File: config.mk
export PLATFORM = sky130hd
export DESIGN_NAME = qspi_sampler
export DESIGN_NICKNAME = d
export VERILOG_FILES = /design/src/rtl/qspi_sampler.sv
export SDC_FILE = /design/constraint.sdc
export NUM_CORES = 1
export LEC_CHECK = 0
export BUFFER_PORTS_ARGS = -buffer_cell sky130_fd_sc_hd__buf_2
export CAP_MARGIN = 15
export CORE_ASPECT_RATIO = 0.5
export CORE_MARGIN = 5
export CORE_UTILIZATION = 45
export DETAILED_ROUTE_END_ITERATION = 10
export HOLD_SLACK_MARGIN = 0.06
export PLACE_DENSITY = 0.72
export SYNTH_ARGS = -nofsm -noshare
export SYNTH_HDL_FRONTEND = slang
export SYNTH_SLANG_ARGS = --single-unit
File: constraint.sdc
create_clock -name clk -period 3.23 [get_ports clk]
set_clock_uncertainty 0.1 [all_clocks]
set_input_delay 0 -clock clk [delete_from_list [all_inputs] [get_ports clk]]
set_output_delay 0 -clock clk [all_outputs]
set_load 0.05 [all_outputs]
File: src/rtl/qspi_sampler.sv
// rtl/qspi_sampler.sv - oversampled single/dual/quad SPI slave front end; optional dummy phase under QSPI_DUMMY_EN
module qspi_sampler #(
  parameter int         SYNC_STAGES = 2,
  parameter logic [7:0] DUAL_CMD    = 8'h3B,
  parameter logic [7:0] QUAD_CMD    = 8'hEB,
  parameter int         ADDR_BYTES  = 3,
  parameter int         DUMMY_CLKS  = 4,
  parameter int         COUNT_W     = 16
) (
  input  logic               clk,
  input  logic               reset,
  input  logic               spi_clk,
  input  logic               spi_cs,
  input  logic [3:0]         spi_data_in,
  output logic [3:0]         spi_data_out,
  output logic [3:0]         spi_data_oe,
  input  logic [7:0]         tx_byte,
  input  logic               tx_load,
  output logic [7:0]         byte_rx,
  output logic               cmd_strobe,
  output logic               byte_strobe,
  output logic               abort_strobe,
  output logic [1:0]         lane_mode,
  output logic [COUNT_W-1:0] byte_count
);

  typedef enum logic [2:0] {
    ST_IDLE  = 3'd0,
    ST_CMD   = 3'd1,
    ST_ADDR  = 3'd2,
`ifdef QSPI_DUMMY_EN
    ST_DUMMY = 3'd3,
`endif
    ST_DATA  = 3'd4
  } state_t;

  state_t             state_q, state_d;
  logic [5:0]         sync_q [SYNC_STAGES];
  logic [1:0]         edge_q;
  logic [3:0]         bit_cnt_q;
  logic [7:0]         rx_sr_q;
  logic [7:0]         tx_sr_q;
  logic [7:0]         tx_hold_q;
  logic               tx_first_q;
  logic [7:0]         addr_cnt_q;
  logic [7:0]         byte_rx_q;
  logic               cmd_strobe_q;
  logic               byte_strobe_q;
  logic               abort_strobe_q;
  logic [1:0]         lane_mode_q;
  logic [COUNT_W-1:0] byte_count_q;

  logic       cs_s, sclk_s, cs_fall, sclk_rise, sclk_fall;
  logic [3:0] din_s;
  logic [7:0] rx_shift, tx_shift;
  logic [3:0] lane_bits, bits_next;
  logic       byte_done, receiving, rx_rise, cs_leave, complete, abort, is_multi, addr_last;
  logic       dummy_done;

  // Synchronize {cs, clk, data} and keep one more copy of cs/clk for edge detection.
  // Chain resets low so a CS already low at reset release is not seen as a falling edge.
  always_ff @(posedge clk) begin
    if (!reset) begin
      for (int i = 0; i < SYNC_STAGES; i++) sync_q[i] <= '0;
      edge_q <= '0;
    end else begin
      sync_q[0] <= {spi_cs, spi_clk, spi_data_in};
      for (int i = 1; i < SYNC_STAGES; i++) sync_q[i] <= sync_q[i-1];
      edge_q <= sync_q[SYNC_STAGES-1][5:4];
    end
  end

  assign cs_s      = sync_q[SYNC_STAGES-1][5];
  assign sclk_s    = sync_q[SYNC_STAGES-1][4];
  assign din_s     = sync_q[SYNC_STAGES-1][3:0];
  assign sclk_rise = sclk_s & ~edge_q[0];
  assign sclk_fall = ~sclk_s & edge_q[0];
  assign cs_fall   = ~cs_s & edge_q[1];

  // Per-lane-mode shift width; high lane carries the more significant bit.
  always_comb begin
    rx_shift  = {rx_sr_q[6:0], din_s[0]};
    tx_shift  = {tx_sr_q[6:0], 1'b0};
    lane_bits = 4'd1;
    case (lane_mode_q)
      2'd1: begin
        rx_shift  = {rx_sr_q[5:0], din_s[1:0]};
        tx_shift  = {tx_sr_q[5:0], 2'b00};
        lane_bits = 4'd2;
      end
      2'd2: begin
        rx_shift  = {rx_sr_q[3:0], din_s};
        tx_shift  = {tx_sr_q[3:0], 4'b0000};
        lane_bits = 4'd4;
      end
      default: ;
    endcase
  end

  assign bits_next = bit_cnt_q + lane_bits;
  assign byte_done = (bits_next == 4'd8);
  assign receiving = (state_q == ST_CMD) || (state_q == ST_ADDR) || (state_q == ST_DATA);
  assign rx_rise   = sclk_rise & receiving;
  assign cs_leave  = cs_s & (state_q != ST_IDLE);
  // CS high wins over a byte completing in the same synced cycle.
  assign complete  = rx_rise & byte_done & ~cs_s;
  assign abort     = cs_leave & ((bit_cnt_q != 4'd0) | rx_rise);
  assign is_multi  = (rx_shift == QUAD_CMD) || (rx_shift == DUAL_CMD);
  assign addr_last = complete & (state_q == ST_ADDR) & (addr_cnt_q == 8'(ADDR_BYTES - 1));

`ifdef QSPI_DUMMY_EN
  logic [7:0] dummy_cnt_q;
  assign dummy_done = (state_q == ST_DUMMY) & sclk_rise & ~cs_s &
                      (dummy_cnt_q == 8'(DUMMY_CLKS - 1));

  // Count skipped clocks between the address and the data phase.
  always_ff @(posedge clk) begin
    if (!reset || state_q != ST_DUMMY) dummy_cnt_q <= '0;
    else if (sclk_rise)                dummy_cnt_q <= dummy_cnt_q + 8'd1;
  end
`else
  logic unused_dummy_clks;
  assign unused_dummy_clks = ^DUMMY_CLKS;
  assign dummy_done        = 1'b0;
`endif

  // State register.
  always_ff @(posedge clk) begin
    if (!reset) state_q <= ST_IDLE;
    else        state_q <= state_d;
  end

  // Next-state logic: CS high from any active state returns to IDLE.
  always_comb begin
    state_d = state_q;
    if (cs_leave) begin
      state_d = ST_IDLE;
    end else begin
      case (state_q)
        ST_IDLE: if (cs_fall) state_d = ST_CMD;
        ST_CMD:  if (complete) state_d = is_multi ? ST_ADDR : ST_DATA;
`ifdef QSPI_DUMMY_EN
        ST_ADDR:  if (addr_last) state_d = ST_DUMMY;
        ST_DUMMY: if (dummy_done) state_d = ST_DATA;
`else
        ST_ADDR:  if (addr_last) state_d = ST_DATA;
`endif
        default: ;
      endcase
    end
  end

  // Output logic: lane drivers and enables by state and lane mode.
  always_comb begin
    spi_data_oe = 4'b0000;
    case (state_q)
      ST_CMD:  spi_data_oe = 4'b0010;
      ST_DATA: begin
        case (lane_mode_q)
          2'd2:    spi_data_oe = 4'b1111;
          2'd1:    spi_data_oe = 4'b0011;
          default: spi_data_oe = 4'b0010;
        endcase
      end
      default: ;
    endcase
    case (lane_mode_q)
      2'd2:    spi_data_out = tx_sr_q[7:4];
      2'd1:    spi_data_out = {2'b00, tx_sr_q[7:6]};
      default: spi_data_out = {2'b00, tx_sr_q[7], 1'b0};
    endcase
  end

  // Receive/transmit datapath, strobes and byte counter.
  always_ff @(posedge clk) begin
    if (!reset) begin
      bit_cnt_q      <= '0;
      rx_sr_q        <= '0;
      tx_sr_q        <= '0;
      tx_hold_q      <= '0;
      tx_first_q     <= 1'b0;
      addr_cnt_q     <= '0;
      byte_rx_q      <= '0;
      cmd_strobe_q   <= 1'b0;
      byte_strobe_q  <= 1'b0;
      abort_strobe_q <= 1'b0;
      lane_mode_q    <= '0;
      byte_count_q   <= '0;
    end else begin
      cmd_strobe_q   <= 1'b0;
      byte_strobe_q  <= 1'b0;
      abort_strobe_q <= abort;
      if (tx_load) tx_hold_q <= tx_byte;
      if (state_q == ST_IDLE) begin
        bit_cnt_q   <= '0;
        addr_cnt_q  <= '0;
        lane_mode_q <= '0;
        if (cs_fall) begin
          byte_count_q <= '0;
          tx_first_q   <= 1'b1;
        end
      end else if (cs_s) begin
        bit_cnt_q <= '0;
      end else begin
        if (rx_rise) begin
          rx_sr_q <= rx_shift;
          if (byte_done) begin
            bit_cnt_q  <= '0;
            byte_rx_q  <= rx_shift;
            tx_first_q <= 1'b1;
            if (byte_count_q != '1) byte_count_q <= byte_count_q + COUNT_W'(1);
            if (state_q == ST_CMD) begin
              cmd_strobe_q <= 1'b1;
              if (rx_shift == QUAD_CMD)      lane_mode_q <= 2'd2;
              else if (rx_shift == DUAL_CMD) lane_mode_q <= 2'd1;
            end else begin
              byte_strobe_q <= 1'b1;
              if (state_q == ST_ADDR) addr_cnt_q <= addr_cnt_q + 8'd1;
            end
          end else begin
            bit_cnt_q <= bits_next;
          end
        end
        if (dummy_done) tx_first_q <= 1'b1;
        if (sclk_fall) begin
          if (tx_first_q) begin
            tx_sr_q    <= tx_load ? tx_byte : tx_hold_q;
            tx_first_q <= 1'b0;
          end else begin
            tx_sr_q <= tx_shift;
          end
        end
      end
    end
  end

  assign byte_rx      = byte_rx_q;
  assign cmd_strobe   = cmd_strobe_q;
  assign byte_strobe  = byte_strobe_q;
  assign abort_strobe = abort_strobe_q;
  assign lane_mode    = lane_mode_q;
  assign byte_count   = byte_count_q;

endmodule

Word-level counts from Yosys, hierarchy flattened
Memory sizes are Yosys's and may differ from the RTL's.
Index checks and enable logic that the tools add are counted.

cells by class
  add/subtract/negate cells = 3
  equality and inequality tests = 14
  muxes and demuxes = 35
  bitwise gates (word level) = 21
  reduce and logical (&&, ||, !) cells = 23

operators with widths
  operator                                                               number
  16-bit 2-to-1 mux                                                      6
  8-bit one-hot mux with 2 select lines                                  2
  4-bit one-hot mux with 2 select lines                                  3
  16-bit by 1-bit adder with 16-bit output, second input constant        1
  8-bit 2-to-1 mux                                                       2
  16-bit inequality test, second input constant                          1
  5-bit AND reduction                                                    3
  3-bit 2-to-1 mux                                                       4
  6-bit 2-to-1 mux                                                       2
  1-bit 2-to-1 mux                                                       11
  1-bit AND                                                              10
  3-bit one-hot mux with 3 select lines                                  1
  8-bit by 1-bit adder with 8-bit output, second input constant          1
  8-bit by 2-bit equality test with 1-bit output, second input constant  1
  8-bit by 6-bit equality test with 1-bit output, second input constant  1
  8-bit equality test, second input constant                             1
  1-bit NOT                                                              8
  4-bit AND reduction                                                    2
  2-bit nonzero test                                                     4
  2-bit inequality test, second input constant                           3
  3-bit one-hot mux with 2 select lines                                  1
  3-bit AND reduction                                                    2
  3-bit nonzero test                                                     2
  5-bit OR reduction                                                     1
  17 further kinds                                                       23

storage, ports and cells
  register bits = 70
  memory bits (writable) = 12
  input bits = 17
  output and inout port bits = 37
  logic and storage cells = 111
  memories kept = 1

memory list
  name    words  bits a word  read ports  clocked after memory_dff  write ports  RTL line  text
  sync_q  2      6            2           0                         2            38        logic [5:0] sync_q [SYNC_STAGES];

Logic depth before layout (Yosys ltp)
Gate-level depths: netlist of run 1.

  depth in word-level cells = 10
  depth in mapped cells = 14
  gate-level depth less buffers = 11

Worst setup path after synthesis of run 1
OpenSTA, ideal clock, no wires.

  path kind = register -> register
  from = reg lane_mode_q[0], in the netlist lane_mode[0]
  to = reg addr_cnt_q[5]
  setup time = 0.072 ns
  arrival = 3.789 ns
  required time = 3.058 ns
  setup slack = -0.731 ns
  cell stages (with the launch flop) = 14
  path buffers = 2
  clock period less this slack = 3.961 ns
  cells stage by stage = dfxtp_1 inv_1 ha_1 ha_1 inv_1 fa_1 xnor2_1 xor2_1 or4b_4 or3_1 buf_2 buf_6 or4_1 a21oi_1

between the ends
  word-level cells in the longest chain between the ends = 5
  elaborated cells on any way between the ends = 6
  classes of those cells = add/sub (1); eq/ne (3); mux (1); reduce/logical (1)

ends and longest elaborated chain
  item                                                                                   RTL line  text
  from (decl)                                                                            50        logic [1:0] lane_mode_q;
  from (signal assigned)                                                                 187       lane_mode_q <= '0;
  from (signal assigned)                                                                 197       lane_mode_q <= '0;
  from (signal assigned)                                                                 214       if (rx_shift == QUAD_CMD) lane_mode_q <= 2'd2;
  2-bit equality test or 2-bit by 1-bit equality test with 1-bit output (tied branches)  85        case (lane_mode_q)
  3-bit one-hot mux with 2 select lines (*)                                              85
  4-bit adder (*)                                                                        100       assign bits_next = bit_cnt_q + lane_bits;
  4-bit equality test (*)                                                                101       assign byte_done = (bits_next == 4'd8);
  5-bit AND reduction (no source line) (*)                                               n/a
  to (signal assigned)                                                                   218       if (state_q == ST_ADDR) addr_cnt_q <= addr_cnt_q + 8'd1;
  to (decl)                                                                              45        logic [7:0] addr_cnt_q;

Mark *: on every way between the ends. The rest lies on a longest branch, timed or not.
A chain may end at the register's enable or synchronous reset.

Worst setup path in the final report of run 1
  from = reg lane_mode_q[0], in the netlist lane_mode[0]
  to = reg byte_count_q[5], in the netlist byte_count[5]

between the ends
  word-level cells in the longest chain between the ends = 6
  elaborated cells on any way between the ends = 7
  classes of those cells = add/sub (1); eq/ne (3); mux (1); reduce/logical (2)

ends and longest elaborated chain
  item                                                                                   RTL line  text
  2-bit equality test or 2-bit by 1-bit equality test with 1-bit output (tied branches)  85
  3-bit one-hot mux with 2 select lines (*)                                              85
  4-bit adder (*)                                                                        100
  4-bit equality test (*)                                                                101
  2-bit nonzero test (no source line) (*)                                                n/a
  5-bit AND reduction (no source line) (*)                                               n/a
  to (signal assigned)                                                                   211       if (byte_count_q != '1) byte_count_q <= byte_count_q + COUNT_W'(1);
  to (decl)                                                                              51        logic [COUNT_W-1:0] byte_count_q;

Marks and branches as above.

==> Flow_metrics.wiki, run 1 <==
{| class="wikitable"
! Metric !! Value
|-
| Endpoint kind of the worst setup timing path || flop
|-
| Worst IR drop on VDD || 0.3126 mV
|-
| Total congestion overflow after global routing || 0
|-
| Post-synthesis instance area || 3983 sq um
|-
| Post-layout minimum cycle time || 3.319 ns
|-
| Critical path buffers and inverters || 3
|-
| Routed vias || 3787
|-
| Cell type of the slowest stage on the worst timing path || sky130_fd_sc_hd__or4b_4
|-
| Clock tree from TritonCTS || built
|-
| Synth cell types || 58
|-
| Mean cell area of the mapped netlist || 8.438 sq um
|-
| Vertical extent of the die || 76.52 um
|-
| Global routing usage summed across all routing layers || 19.38%
|-
| Chip Width || 143.0 um
|-
| Post-route DRC violation count || 0
|-
| Failing checks || negative setup slack
|-
| Core Util, Final || 60.87%
|-
| Max_slew headroom || 40.97%
|-
| Outcome || finished, violations left
|-
| Post-place instance area || 4538 sq um
|-
| Minimum setup slack in the final design || -0.08938 ns
|-
| Cell count after placement || 643
|-
| Total number of yosys warnings || 0
|-
| Required time at the endpoint of the critical path || 3.39 ns
|-
| Largest net degree at the start of global routing || 26
|-
| Total of fill cells in the finished design || 758
|-
| Hold Crit Class || input pin to flop
|-
| Fmax || 0.3013 GHz
|-
| Clock latency of the later-clocked register in the worst-skew pair || 0.34 ns
|-
| # port buffers || 53
|-
| Highest fanout seen on the critical path || 24
|-
| Total power divided by cell area || 434.1 nW/um^2
|-
| Largest cells by area after synthesis || sky130_fd_sc_hd__dfxtp_1 (41%), sky130_fd_sc_hd__nand2_1 (5.7%), sky130_fd_sc_hd__a21oi_1 (5.0%)
|-
| Layout area overhead || 32.64%
|-
| Final period util || 102.8%
|-
| Number of global-route vias before repair || 3680
|-
| Net count after synthesis || 499
|-
| Area fraction of the dominant cell type after synthesis || 41.22%
|-
| Number of ports placed on the die boundary || 54
|-
| Fraction of registers with async set or reset after synthesis || 0%
|-
| Most instantiated flip-flop cell in the synthesis netlist || sky130_fd_sc_hd__dfxtp_1
|-
| Average wire per standard cell || 14.98 um
|-
| Top cells by count, synth || sky130_fd_sc_hd__dfxtp_1 (82), sky130_fd_sc_hd__nand2_1 (61), sky130_fd_sc_hd__a21oi_1 (40)
|-
| Number of cell rows || 24
|-
| Iteration-0 DRC Markers || 184
|-
| Cell area after layout || 5283 sq um
|-
| Least-Margin Pin Slew || 0.8835 ns
|-
| Initial antenna violation count || 0
|-
| Final total power || 2.293 mW
|-
| Ratio of cells with drive above 1 in the final layout || 22.13%
|-
| Clock buffers created by TritonCTS || 9
|-
| Weighted congestion at the end of routability-driven global placement || 0.8623
|-
| Global-route wire length before repair || 17350 um
|-
| Number of setup violations in the final report || 11
|-
| Most used standard cell by instance count after synthesis || sky130_fd_sc_hd__dfxtp_1
|-
| Crit path DAT || 3.48 ns
|-
| Cell type with the highest occurrence count on the critical path || sky130_fd_sc_hd__ha_4
|-
| Number of detailed-routing iterations run before antenna repair || 5
|-
| Root Buffer || sky130_fd_sc_hd__clkbuf_16
|-
| Total die area || 10950 sq um
|-
| Largest stage delay on the critical path || 0.50 ns
|-
| Starting utilization of the core area || 45.89%
|-
| Chain of cells forming the critical path || inv_4 > ha_4 > ha_4 > inv_2 > fa_2 > xnor2_2 > xor2_1 > or4b_4 > or3_4 > buf_12 > or4_4 > a21oi_1
|-
| Clock-pin slew of the registers on the worst-case setup and hold paths || 0.06 ns
|-
| Number of sinks driven by the clock tree || 82
|-
| Largest delay share family, worst path || simple AND/OR/NAND/NOR gates
|-
| Synth Register Bits || 82
|-
| Number of synthesized flops with an enable pin || 0
|-
| Cell taking the most area after synthesis || sky130_fd_sc_hd__dfxtp_1
|-
| Remaining antenna violation count || 0
|-
| Area of the core region || 8678 sq um
|-
| Number of instances in the synthesized netlist || 472
|-
| Post-Layout Cell Count || 691
|-
| Via/cell ratio || 5.480
|-
| Max Transition Viols Final || 0
|-
| Critical Path Source Type || flop
|-
| Post-Route WL || 10350 um
|-
| Category of the critical setup timing path || flop to flop
|-
| Post-detailed-placement half-perimeter wirelength || 6920 um
|-
| Number of hold violations in the final report || 0
|-
| Setup repair after global routing missed its margin || yes
|-
| Proportion of synthesized chip area in sequential cells || 41.22%
|-
| H-Tree Depth || 3
|-
| ANT cells || 0
|-
| CTS max path bufs || 2
|-
| Maximum capacitance violations || 0
|-
| Final layout net count || 596
|-
| Leakage power figure || 2.111 nW
|}
[worst reg2reg max path: stages (launching register included)]
cell and delay, ns:
sky130_fd_sc_hd__dfxtp_4 0.35, sky130_fd_sc_hd__inv_4 0.04, sky130_fd_sc_hd__ha_4 0.27, sky130_fd_sc_hd__ha_4 0.13, sky130_fd_sc_hd__inv_2 0.03, sky130_fd_sc_hd__fa_2 0.34
sky130_fd_sc_hd__xnor2_2 0.15, sky130_fd_sc_hd__xor2_1 0.17, sky130_fd_sc_hd__or4b_4 0.50, sky130_fd_sc_hd__or3_4 0.35, sky130_fd_sc_hd__buf_12 0.16, sky130_fd_sc_hd__or4_4 0.50
sky130_fd_sc_hd__a21oi_1 0.14
[area by class of cell]
cell class                 instances  area, sq um  area share, %
multi-input combinational        352         2287          43.30
tap                              117        146.4          2.771
clock buffer                      13        270.3          5.116
timing repair buffer             115        827.0          15.66
sequential                        82         1647          31.17
inverter                           9        36.28         0.6869
clock inverter                     3        68.82          1.303
[worst paths after layout]
kind,startpoint,end,slack (ns),depth (start not counted)
worst max-delay path,lane_mode[0]$_SDFFE_PP0P_,byte_count[5]$_SDFFE_PN0P_,-0.09,12
worst min-delay path,tx_load,tx_sr_q[3]$_SDFFE_PN0P_,0.19,4
worst max register to register,lane_mode[0]$_SDFFE_PP0P_,byte_count[5]$_SDFFE_PN0P_,-0.09,12
worst min register to register,sync_q[0][4]$_SDFF_PN0_,sync_q[0][10]$_SDFF_PN0_,0.34,1
[kinds of logic after synthesis]
family / Yosys count / synth area share (%)
mux: 14 / 3.676
flops: 82 / 41.22
simple gates: 198 / 25.76
fa+ha+maj: 10 / 3.330
xor+xnor: 6 / 1.320
compound gates: 124 / 20.67
buf+inv: 38 / 4.021
[timing repair]
item | CTS | global route
hold buffers | 32 | 0
gates resized for setup | 4 | 15
pin swaps | 1 | 2
setup endpoints to repair | 14 | 21
endpoints found under the hold margin | 29 | 0
setup buffers | 0 | 0
[placed cells by master, fill, tap and decap left out, types with 10 or more instances in the layout]
cell / instances
sky130_fd_sc_hd__nand2_1: 61
sky130_fd_sc_hd__a21oi_1: 36
sky130_fd_sc_hd__o31ai_1: 10
sky130_fd_sc_hd__dlygate4sd3_1: 32
sky130_fd_sc_hd__o21ai_0: 17
sky130_fd_sc_hd__dfxtp_1: 80
sky130_fd_sc_hd__buf_2: 53
sky130_fd_sc_hd__nor2_1: 38
sky130_fd_sc_hd__buf_4: 28
sky130_fd_sc_hd__and2_1: 22
sky130_fd_sc_hd__nand3_1: 10
[metal layers]
layer / vias to the layer above / global-route usage, % / share of wire, %
met5: - / 0 / 0
met4: 0 / 5.408 / 1.4
met3: 12 / 5.329 / 5.0
met2: 89 / 32.68 / 47
met1: 1780 / 24.26 / 47
li1: 1906 / - / -
[state kept, by name, summed over array words and instances, names as in the netlist, 2 cells and up]
name        cells
byte_rx         8
rx_sr_q         7
addr_cnt_q      8
bit_cnt_q       4
tx_sr_q         8
lane_mode       2
sync_q         12
state_q         3
edge_q          2
byte_count     16
tx_hold_q       8
[power breakdown]
part | switching, mW | leakage, nW | internal (mW) | total [mW]
logic | 0.0488 | 1.28 | 0.0577 | 0.106
clock network | 0.409 | 0.166 | 0.744 | 1.15
registers | 0.00948 | 0.666 | 1.03 | 1.03
total | 0.467 | 2.11 | 1.83 | 2.29
[through the flow]
| stage | setup WS [ns] | setup TNS (ns) | hold slack, ns |
|---|---|---|---|
| 3_5_place_dp | -0.1084 | -0.9403 | 0.1081 |
| 2_1_floorplan | -0.2210 | -1.744 | 0.02729 |
| 4_1_cts | -0.08801 | -0.6814 | 0.1724 |
| 5_1_grt | -0.1869 | -1.922 | 0.2050 |
| 3_3_place_gp | -0.04710 | -0.3286 | 0.1092 |
| 6_report | -0.08938 | -0.6973 | 0.1867 |
(Power assumes the default switching activity.)
==> inputs of run 2 (changes only) <==
--- a/config.mk
+++ b/config.mk
@@ -11,8 +11,8 @@
 export CORE_MARGIN = 5
 export CORE_UTILIZATION = 45
 export DETAILED_ROUTE_END_ITERATION = 10
-export HOLD_SLACK_MARGIN = 0.06
 export PLACE_DENSITY = 0.72
+export REMOVE_ABC_BUFFERS = 1
 export SYNTH_ARGS = -nofsm -noshare
 export SYNTH_HDL_FRONTEND = slang
 export SYNTH_SLANG_ARGS = --single-unit
==> constraint.sdc (replaced) <==
create_clock -name clk -period 3.23 [get_ports clk]
set_clock_uncertainty 0.1 [all_clocks]
set_input_delay 0.323 -clock clk [delete_from_list [all_inputs] [get_ports clk]]
set_output_delay 0.323 -clock clk [all_outputs]
set_load 0.05 [all_outputs]
==> run 2 against run 1 <==
The run still ends with negative setup slack left. Routed wire length grew 2.3%. Die area is the same. Power grew 0.28%. Final cell count shrank 3.6%. Core utilization shrank 2.0 points. Via count grew 0.34%. Critical path type unchanged. Largest cell class unchanged. Largest power group unchanged.
==> Flow_metrics.wiki, run 2 (synthesis results as in run 1) <==
{| class="wikitable"
! Metric !! Value
|-
| Routed vias || 3800 (+0.34%)
|-
| ANT cells || 0 (unchanged)
|-
| Total of fill cells in the finished design || 766 (+1.1%)
|-
| Number of detailed-routing iterations run before antenna repair || 5 (unchanged)
|-
| Global-route wire length before repair || 17340 um (about the same)
|-
| Least-Margin Pin Slew || 0.7854 ns (-0.09815 ns)
|-
| Post-Route WL || 10590 um (+2.3%)
|-
| Required time at the endpoint of the critical path || 3.39 ns (about the same)
|-
| Total power divided by cell area || 450.2 nW/um^2 (+3.7%)
|-
| Number of sinks driven by the clock tree || 82 (unchanged)
|-
| Maximum capacitance violations || 0 (unchanged)
|-
| Setup repair after global routing missed its margin || yes
|-
| Largest net degree at the start of global routing || 26 (unchanged)
|-
| Max reg flops || 16 (unchanged)
|-
| Total congestion overflow after global routing || 0 (unchanged)
|-
| Worst flop-to-flop path startpoint || lane_mode[0]$_SDFFE_PP0P_
|-
| Root Buffer || sky130_fd_sc_hd__clkbuf_16
|-
| # port buffers || 53 (unchanged)
|-
| Via/cell ratio || 5.706 (+4.1%)
|-
| Average wire per standard cell || 15.90 um (+6.1%)
|-
| Most frequent cells in the layout || sky130_fd_sc_hd__dfxtp_1 (80), sky130_fd_sc_hd__nand2_1 (61), sky130_fd_sc_hd__buf_2 (53), sky130_fd_sc_hd__nor2_1 (37), sky130_fd_sc_hd__a21oi_1 (35)
|-
| Final period util || 104.3% (+1.5 points)
|-
| Category of the critical setup timing path || flop to flop
|-
| Core Util, Final || 58.87% (-2.0 points)
|-
| Clock latency of the later-clocked register in the worst-skew pair || 0.35 ns (about the same)
|-
| Number of cell rows || 24 (unchanged)
|-
| Number of setup violations in the final report || 11 (unchanged)
|-
| Total die area || 10950 sq um (unchanged)
|-
| Post-route DRC violation count || 0 (unchanged)
|-
| Initial antenna violation count || 0 (unchanged)
|-
| Global routing usage summed across all routing layers || 19.39% (about the same)
|-
| Remaining antenna violation count || 0 (unchanged)
|-
| Post-Layout Cell Count || 666 (-3.6%)
|-
| Failing checks || negative setup slack
|-
| Critical path buffers and inverters || 3 (unchanged)
|-
| Chip Width || 143.0 um (unchanged)
|-
| Number of global-route vias before repair || 3529 (-4.1%)
|-
| H-Tree Depth || 3 (unchanged)
|-
| Endpoint kind of the worst setup timing path || flop
|-
| Ratio of cells with drive above 1 in the final layout || 26.23% (+4.1 points)
|-
| Clock-pin slew of the registers on the worst-case setup and hold paths || 0.07 ns (about the same)
|-
| Fmax || 0.2970 GHz (-1.4%)
|-
| Number of hold violations in the final report || 0 (unchanged)
|-
| Largest delay share family, worst path || simple AND/OR/NAND/NOR gates
|-
| Highest fanout seen on the critical path || 8 (-67%)
|-
| Hold Crit Class || input pin to flop
|-
| Layout area overhead || 28.28%
|-
| Weighted congestion at the end of routability-driven global placement || 0.8343 (-3.2%)
|-
| Max_slew headroom || 47.24% (+6.3 points)
|-
| Worst IR drop on VDD || 0.2461 mV (-21%)
|-
| First element of the critical path || lane_mode[0]$_SDFFE_PP0P_
|-
| Clock buffers created by TritonCTS || 9 (unchanged)
|-
| TNS Setup || -1.040 ns (-0.3431 ns)
|-
| Leading cell type in the layout, fill and taps excluded || sky130_fd_sc_hd__dfxtp_1
|-
| CTS max path bufs || 2 (unchanged)
|-
| Post-detailed-placement half-perimeter wirelength || 6881 um (-0.57%)
|-
| Area of the core region || 8678 sq um (unchanged)
|-
| Clock tree from TritonCTS || built
|-
| Leakage power figure || 2.011 nW (-4.7%)
|-
| Critical Path Source Type || flop
|-
| Outcome || finished, violations left
|-
| Minimum setup slack in the final design || -0.1373 ns (-0.04796 ns)
|-
| Chain of cells forming the critical path || inv_2 > ha_4 > ha_4 > inv_2 > fa_2 > xnor2_2 > xor2_1 > or4b_4 > or3_4 > buf_12 > or4_1 > a21oi_1
|-
| Starting utilization of the core area || 45.89% (unchanged)
|-
| Post-layout minimum cycle time || 3.367 ns (+0.04796 ns)
|-
| Iteration-0 DRC Markers || 309 (+68%)
|-
| Max Transition Viols Final || 0 (unchanged)
|-
| Cell count after placement || 642 (-0.16%)
|-
| Vertical extent of the die || 76.52 um (unchanged)
|-
| Number of ports placed on the die boundary || 54 (unchanged)
|-
| Cell type of the slowest stage on the worst timing path || sky130_fd_sc_hd__or4_1
|-
| Crit path DAT || 3.53 ns (+0.05 ns)
|-
| Startpoint of the most critical hold path || spi_data_in[2]
|-
| Largest stage delay on the critical path || 0.50 ns (about the same)
|-
| Final layout net count || 571 (-4.2%)
|}
run 2: cell count changes in the layout (fill, tap and decap cells not counted), moves of 2 or more:
cell                            before  now
sky130_fd_sc_hd__inv_2               1    3
sky130_fd_sc_hd__buf_16              0    2
sky130_fd_sc_hd__ha_1                7    5
sky130_fd_sc_hd__ha_2                0    2
sky130_fd_sc_hd__buf_4              28   33
sky130_fd_sc_hd__or3_4               1    3
sky130_fd_sc_hd__clkinvlp_4          0    2
sky130_fd_sc_hd__or3_1               5    3
sky130_fd_sc_hd__dlygate4sd3_1      32    0
sky130_fd_sc_hd__clkbuf_8            3    0
run 2: worst paths after layout:
kind	slack, ns	cells after the start	to
worst max register to register	-0.14	12	addr_cnt_q[4]$_SDFFE_PP0P_
worst max-delay path	-0.14	12	addr_cnt_q[4]$_SDFFE_PP0P_
worst min register to register	0.33	1	sync_q[0][11]$_SDFF_PN0_
worst min-delay path	0.08	2	sync_q[0][2]$_SDFF_PN0_
run 2: stage by stage:
step                setup WS (ns)  total power, mW  instance area (sq um)  hold WS, ns
finish                    -0.1373            2.300                   5109      0.07591
global route              -0.2293            2.373                   5109      0.07842
CTS                       -0.1092            2.321                   4981      0.07041
global placement          -0.1560            1.128                   4516       0.3141
detailed placement        -0.2359            1.130                   4516       0.3186
floorplan                  -1.952            1.096                   3856       0.3118
run 2: cell type report:
| cell class | count | area, sq um | share of cell area [%] |
|---|---|---|---|
| clock buffers | 9 | 225.2 | 4.409 |
| clock inverters | 7 | 122.6 | 2.400 |
| inverters | 9 | 33.78 | 0.6613 |
| multi-input cells | 352 | 2328 | 45.58 |
| flip-flops and latches | 82 | 1644 | 32.18 |
| well taps | 117 | 146.4 | 2.866 |
| repair buffers | 90 | 608.1 | 11.90 |
run 2: repair_timing:
action                                  CTS  global route
gates resized for setup                  11            25
pin swaps                                 4             5
setup buffers                             2             4
hold endpoints to repair                  0             0
endpoints found under the setup margin   20            29
gates cloned                              2             0
hold buffers                              0             0
run 2: power breakdown:
part           switching, mW  total [mW]  internal (mW)
clock                  0.432        1.19          0.760
combinational         0.0423      0.0720         0.0297
sequential           0.00982        1.04           1.03
total                  0.484        2.30           1.82
run 2: per-layer routing:
layer	global-route usage [%]	up-vias	routed length, um
met5	0	-	0
met4	6.736	0	144
met3	5.016	13	667
met2	29.45	119	4873
met1	26.61	1801	4902
li1	-	1867	-
